==> src/rtl/trdb_pkg.sv <==
// Shared types for the trace-debugger retirement path: the single-instruction
// record exchanged between the core retirement lanes, the serializer FIFO and
// the encoder.
package trdb_pkg;

    localparam int CAUSELEN = 5;
    localparam int XLEN     = 32;
    localparam int PRIVLEN  = 2;
    localparam int ILEN     = 32;

    typedef struct packed {
        logic                iexception;
        logic                interrupt;
        logic [CAUSELEN-1:0] cause;
        logic [XLEN-1:0]     tval;
        logic [PRIVLEN-1:0]  priv;
        logic [XLEN-1:0]     iaddr;
        logic [ILEN-1:0]     instr;
        logic                compressed;
    } trdb_instr_t;

endpackage

==> src/rtl/trdb_retire_compact.sv <==
// Lane compaction: for each retirement lane, the dense slot offset it lands on
// when invalid lanes are squeezed out, plus the number of valid lanes.
module trdb_retire_compact #(
    parameter int NRET = 2
) (
    input  logic [NRET-1:0]                       lane_valid_i,
    output logic [NRET-1:0][$clog2(NRET+1)-1:0]   lane_off_o,
    output logic [$clog2(NRET+1)-1:0]             count_o
);

    localparam int CW = $clog2(NRET+1);

    logic [CW-1:0] acc;

    // Running prefix count: each lane's offset is the number of valid lanes below it.
    always_comb begin
        acc        = '0;
        lane_off_o = '0;
        for (int i = 0; i < NRET; i++) begin
            lane_off_o[i] = acc;
            acc           = acc + CW'(lane_valid_i[i]);
        end
        count_o = acc;
    end

endmodule

==> src/rtl/trdb_retire_serializer.sv <==
// Retirement serializer: accepts up to NRET retired instructions per cycle,
// buffers them in a DEPTH-entry FIFO and hands them to the encoder one per
// cycle. The core is never stalled; beats that do not fit are dropped whole
// and flagged on the sticky overflow_o.
// Optional feature: define TRDB_DROP_CNT_EN to add drop_cnt_o, a saturating
// count of dropped instructions.
//
// Handshake: the input side has no backpressure; a beat is taken when
// in_ready_o is high, otherwise it is dropped. The output side is strict
// valid/ready: a record transfers on a rising edge where out_valid_o and
// out_ready_i are both high; while out_valid_o is high and out_ready_i is
// low, out_instr_o is held stable.
module trdb_retire_serializer
    import trdb_pkg::*;
#(
    parameter int NRET  = 2,
    parameter int DEPTH = 8
) (
    input  logic                         clk_i,
    input  logic                         rst_i,
    input  logic                         flush_i,
    input  logic [NRET-1:0]              lane_valid_i,
    input  trdb_instr_t [NRET-1:0]       lane_instr_i,
    output logic                         in_ready_o,
    output logic                         out_valid_o,
    input  logic                         out_ready_i,
    output trdb_instr_t                  out_instr_o,
    output logic [$clog2(DEPTH+1)-1:0]   occupancy_o,
    output logic                         overflow_o
`ifdef TRDB_DROP_CNT_EN
    ,
    output logic [15:0]                  drop_cnt_o
`endif
);

    localparam int AW = $clog2(DEPTH);
    localparam int OW = $clog2(DEPTH+1);
    localparam int CW = $clog2(NRET+1);

    trdb_instr_t              mem_q [DEPTH];
    logic [AW-1:0]            wr_ptr_q, wr_ptr_d;
    logic [AW-1:0]            rd_ptr_q, rd_ptr_d;
    logic [OW-1:0]            occ_q, occ_d;
    logic                     ovf_q, ovf_d;
    logic [NRET-1:0][CW-1:0]  lane_off;
    logic [CW-1:0]            lane_cnt;
    logic                     any_valid;
    logic                     push;
    logic                     pop;
    logic                     drop;

    trdb_retire_compact #(.NRET(NRET)) u_compact (
        .lane_valid_i (lane_valid_i),
        .lane_off_o   (lane_off),
        .count_o      (lane_cnt)
    );

    // Admission is judged on current occupancy only, so a same-cycle pop
    // never lengthens the combinational path from out_ready_i to in_ready_o.
    assign any_valid   = |lane_valid_i;
    assign in_ready_o  = (OW'(DEPTH) - occ_q) >= OW'(NRET);
    assign push        = in_ready_o && any_valid;
    assign drop        = !in_ready_o && any_valid;
    assign out_valid_o = (occ_q != '0);
    assign pop         = out_valid_o && out_ready_i;
    assign occupancy_o = occ_q;
    assign overflow_o  = ovf_q;
    assign out_instr_o = out_valid_o ? mem_q[rd_ptr_q] : '0;

    // Next-state for pointers, occupancy and overflow; flush overrides everything.
    always_comb begin
        wr_ptr_d = wr_ptr_q;
        rd_ptr_d = rd_ptr_q;
        occ_d    = occ_q;
        ovf_d    = ovf_q;
        if (flush_i) begin
            wr_ptr_d = '0;
            rd_ptr_d = '0;
            occ_d    = '0;
            ovf_d    = 1'b0;
        end else begin
            if (push) wr_ptr_d = wr_ptr_q + AW'(lane_cnt);
            if (pop)  rd_ptr_d = rd_ptr_q + AW'(1);
            occ_d = occ_q + (push ? OW'(lane_cnt) : OW'(0)) - (pop ? OW'(1) : OW'(0));
            if (drop) ovf_d = 1'b1;
        end
    end

    // Control state registers.
    always_ff @(posedge clk_i or posedge rst_i) begin
        if (rst_i) begin
            wr_ptr_q <= '0;
            rd_ptr_q <= '0;
            occ_q    <= '0;
            ovf_q    <= 1'b0;
        end else begin
            wr_ptr_q <= wr_ptr_d;
            rd_ptr_q <= rd_ptr_d;
            occ_q    <= occ_d;
            ovf_q    <= ovf_d;
        end
    end

    // Storage write: valid lanes land densely from wr_ptr_q, wrapping modulo DEPTH.
    always_ff @(posedge clk_i) begin
        if (push && !flush_i) begin
            for (int i = 0; i < NRET; i++) begin
                if (lane_valid_i[i]) mem_q[wr_ptr_q + AW'(lane_off[i])] <= lane_instr_i[i];
            end
        end
    end

`ifdef TRDB_DROP_CNT_EN
    logic [15:0] drop_cnt_q, drop_cnt_d;
    logic [16:0] drop_sum;

    // Dropped-instruction counter next state, saturating at all-ones.
    always_comb begin
        drop_sum   = {1'b0, drop_cnt_q} + 17'(lane_cnt);
        drop_cnt_d = drop_cnt_q;
        if (flush_i)   drop_cnt_d = '0;
        else if (drop) drop_cnt_d = drop_sum[16] ? 16'hFFFF : drop_sum[15:0];
    end

    // Dropped-instruction counter register.
    always_ff @(posedge clk_i or posedge rst_i) begin
        if (rst_i) drop_cnt_q <= '0;
        else       drop_cnt_q <= drop_cnt_d;
    end

    assign drop_cnt_o = drop_cnt_q;
`endif

endmodule

==> config.mk <==
export PLATFORM = sky130hd
export DESIGN_NAME = trdb_retire_serializer
export DESIGN_NICKNAME = d
export VERILOG_FILES = /design/src/rtl/trdb_pkg.sv /design/src/rtl/trdb_retire_compact.sv /design/src/rtl/trdb_retire_serializer.sv
export SDC_FILE = /design/constraint.sdc
export NUM_CORES = 1
export LEC_CHECK = 0
export BUFFER_PORTS_ARGS = -buffer_cell sky130_fd_sc_hd__buf_2
export CORE_ASPECT_RATIO = 1.2
export CORE_MARGIN = 2
export CORE_UTILIZATION = 26
export CTS_BUF_LIST = sky130_fd_sc_hd__clkbuf_8
export CTS_CLUSTER_DIAMETER = 200
export CTS_CLUSTER_SIZE = 8
export DETAILED_ROUTE_END_ITERATION = 7
export PLACE_DENSITY = 0.48
export RECOVER_POWER = 50
export SYNTH_ARGS = -nofsm -noshare
export SYNTH_HDL_FRONTEND = slang
export SYNTH_SLANG_ARGS = --single-unit
==> constraint.sdc <==
create_clock -name clk_i -period 8.5 [get_ports clk_i]
set_clock_uncertainty 0.2 [all_clocks]
set_input_delay 0.425 -clock clk_i [delete_from_list [all_inputs] [get_ports clk_i]]
set_output_delay 0.425 -clock clk_i [all_outputs]
set_load 0.05 [all_outputs]
==> impl_metrics.csv <==
group,metric,value,unit
drt,wire_per_inst,25.6,um
yosys,synthesis.area,43500,um2
yosys,synth.ff_latch_count,859,
power,power_density,253,nW/um2
sta,worstMarginPinSlew,3780,ps
die,io_pins,331,
critical_path,reg2reg_slack,2020,ps
hold_path,hold_class,"in2reg",
yosys,synthCells,2405,
drt,route.detailed.drc,0,
sta,finalHoldViolCount,0,
global_route,grtUsageTotal,15.9,%
critical_path,critical_path.endpoint_type,"flip-flop",
run,max_cap_violations,20,
critical_path,critPathMaxStageDelay,2500,ps
drt,wl_met2,69.7,mm
drt,drtIter0Drc,1526,
critical_path,crit_end,"mem_q[6][62]",
sta,hold_ws,311,ps
critical_path,rr_endpoint,"mem_q[6][62]",
clock_network,cts_buffer_depth,3,
yosys,syn_nets,2639,
sta,fin_crit_sh,76.3,%
placement,pre_cts_ws,4010,ps
global_route,grt_max_degree,104,
sta,slew_headroom,-152,%
sta,finalMaxSlewViolations,523,
clock_network,postCtsSetupRepairBufs,0,
yosys,syn_avg_cell_area,18.1,um2
clock_network,cts_tree,"yes",
drt,drt-total-wl,137,mm
sta,finalSetupTns,0,ps
die,die-area,171000,um2
critical_path,crit_family,"simple AND/OR/NAND/NOR gates",
sta,fmax,154,MHz
critical_path,crit_start,"occupancy_o[2]",
critical_path,worstPathArrival,6880,ps
yosys,yosysTopAreaCell,"edfxtp_1",
global_route,grt_overflow,0,
die,start_util,26.2,%
drt,met3_length,5.41,mm
sta,setup_viol,0,
yosys,synthDistinctLibCells,42,
clock_network,clock-sinks,859,
sta,rsz0062_at_grt,"false",
clock_network,clock_latency,860,ps
placement,portBuffers,330,
die,core_area,166000,um2
critical_path,r2r_start,"occupancy_o[2]",
sta,fin_crit,6480,ps
drt,top_layer,"met5",
critical_path,cp_num_buf_inv,3,
critical_path,worst-path-stages,7,
global_route,grt_pass1_wl,197,mm
drt,num_vias,25122,
final_layout,syn_to_final_growth,20.6,%
sta,setup_slack,2020,ps
final_layout,nets,3296,
yosys,yosysWarnings,0,
drt,viasPerCell,4.71,
critical_path,slowest_stage,"nor2_1",
power,peakVddDrop,203,uV
critical_path,startpoint_type,"flip-flop",
final_layout,drive_above_1_share,49.6,%
outcome,status,"complete, but fails checks",
placement,place_hpwl,75.3,mm
global_route,grt_pass1_vias,27195,
drt,drt-pass1-iter-count,5,
critical_path,reg2regPathDepth,7,
yosys,yosys-top-cells-area,"edfxtp_1 59%, mux2_2 19%, mux4_2 11%",
power,leakagePower,17.3,nW
critical_path,cp_max_fo,27,
clock_network,numCtsBuffers,117,
die,fp.dieH,452,um
global_route,antenna_found_initial,32,
critical_path,crit_type,"reg2reg",
drt,ant_nets,0,
yosys,yosys.area.top_type_share,58.5,%
critical_path,cp_cell_sequence,"or4_1, and4_1, clkbuf_1, nor2_1, buf_4, mux2_2, dlygate4sd3_1",
die,rows,164,
clock_network,path_clk_slew,70,ps
clock_network,root_buffer,"clkbuf_8",
placement,gp_congestion,0.719,
yosys,seq_area_frac_synth,59.1,%
critical_path,crit_required,8890,ps
drt,wl_met1,59.0,mm
outcome,violations,"max-capacitance violations, max-slew violations",
die,die_x,377,um
clock_network,cts_htree_levels,3,
worst min-delay path by stage:
| stage | depth (start not counted) | end | start | slack [ps] |
|---|---|---|---|---|
| floorplan | 1 | occupancy_o[0] | rst_i | 80 |
| global placement | 2 | rd_ptr_q[2] | rst_i | 320 |
| detailed placement | 2 | rd_ptr_q[2] | rst_i | 320 |
| CTS | 3 | mem_q[6][20] | lane_instr_i[126] | 190 |
| global route | 3 | mem_q[4][98] | lane_instr_i[204] | 270 |
| finish | 3 | mem_q[7][20] | lane_instr_i[126] | 310 |
sequential cells by signal, summed over array words and instances, names as in the netlist:
name / count
mem_q: 848
occupancy_o: 4
rd_ptr_q: 3
overflow_o: 1
wr_ptr_q: 3
Yosys cell counts (all sizes together):
master and instances:
xnor2 4, clkbuf 44, or3 1, nand3 8
fa 2, nand2 10, and2b 1, ha 14
a21o 1, nor2b 4, a41oi 1, or4 1
o21ai 4, a22oi 2, inv 14, buf 122
and2 2, nand4bb 1, a211oi 1, nor2 121
dfrtp 11, a31oi 1, nor4 1, and4 1
nor3 2, mux2i 107, xor2 3, edfxtp 848
mux2 848, a21oi 10, nor4bb 1, mux4 212
nor4b 2
placed cells by master, fill, tap and decap left out, types with 4 or more instances in the layout:
cell type,n
clkbuf_8,118
o21ai_0,4
nor2b_1,4
nor2_1,119
mux2_2,748
nand3_1,6
buf_12,6
nand2_1,8
mux4_2,212
ha_1,14
inv_1,26
a21oi_1,9
edfxtp_1,848
buf_4,30
buf_2,319
dlygate4sd3_1,325
dfrtp_1,9
diode_2,14
mux2i_1,107
xnor2_1,4
mux2_1,22
mux2_4,78
clkbuf_1,23
where the power goes:
group | total, W | internal, W | switching (W)
Sequential | 0.00530 | 0.00515 | 0.000156
Clock | 0.00286 | 0.00124 | 0.00162
Combinational | 0.00510 | 0.00176 | 0.00334
layout make-up:
| type | count | area [um2] |
|---|---|---|
| fill | 16445 | 114000 |
| sequential | 859 | 25700 |
| multi-input combinational | 1366 | 16800 |
| timing repair buffer | 704 | 5290 |
| tap | 2241 | 2800 |
| clock buffer | 118 | 1620 |
| clock inverter | 20 | 116 |
| inverter | 14 | 57.6 |
| antenna | 14 | 35.0 |
worst reg2reg max path: cells and delay by family (launching register included):
family / cells / cell delay [ps]
simple gates: 3 / 3330
buf+inv: 3 / 1820
flops: 1 / 460
mux: 1 / 410
routing by layer:
layer | up-vias | GRT usage, %
li1 | 11011 | -
met1 | 13407 | 20.1
met2 | 492 | 27.9
met3 | 182 | 2.81
met4 | 30 | 4.03
met5 | - | 0
metrics by stage:
stage,cell area [um2],power (W),cells,util (%)
floorplan,43500,0.00895,2405,-
global placement,47600,0.0105,4859,28.6
detailed placement,47600,0.0105,4859,28.6
CTS,52600,0.0136,5322,31.6
global route,52500,0.0139,5332,31.5
finish,52500,0.0133,5336,31.5
kinds of logic (layout without fill, tap and decap cells):
kind of cell	count (synthesis)	count (layout)	synth area share, %
XOR/XNOR	7	7	0.141
AO/OA/AOI/OAI	20	20	0.265
flip-flops	859	859	59.1
buffers and inverters	180	856	2.25
AND/OR/NAND/NOR	156	156	1.64
adder cells (fa/ha/maj)	16	16	0.494
multiplexers	1167	1167	36.1
other	0	14	0
timing repair:
item,CTS,global route
gates resized for setup,0,0
hold buffers,325,0
endpoints found under the hold margin,871,0
No activity file was read; power rests on OpenSTA's default activity.
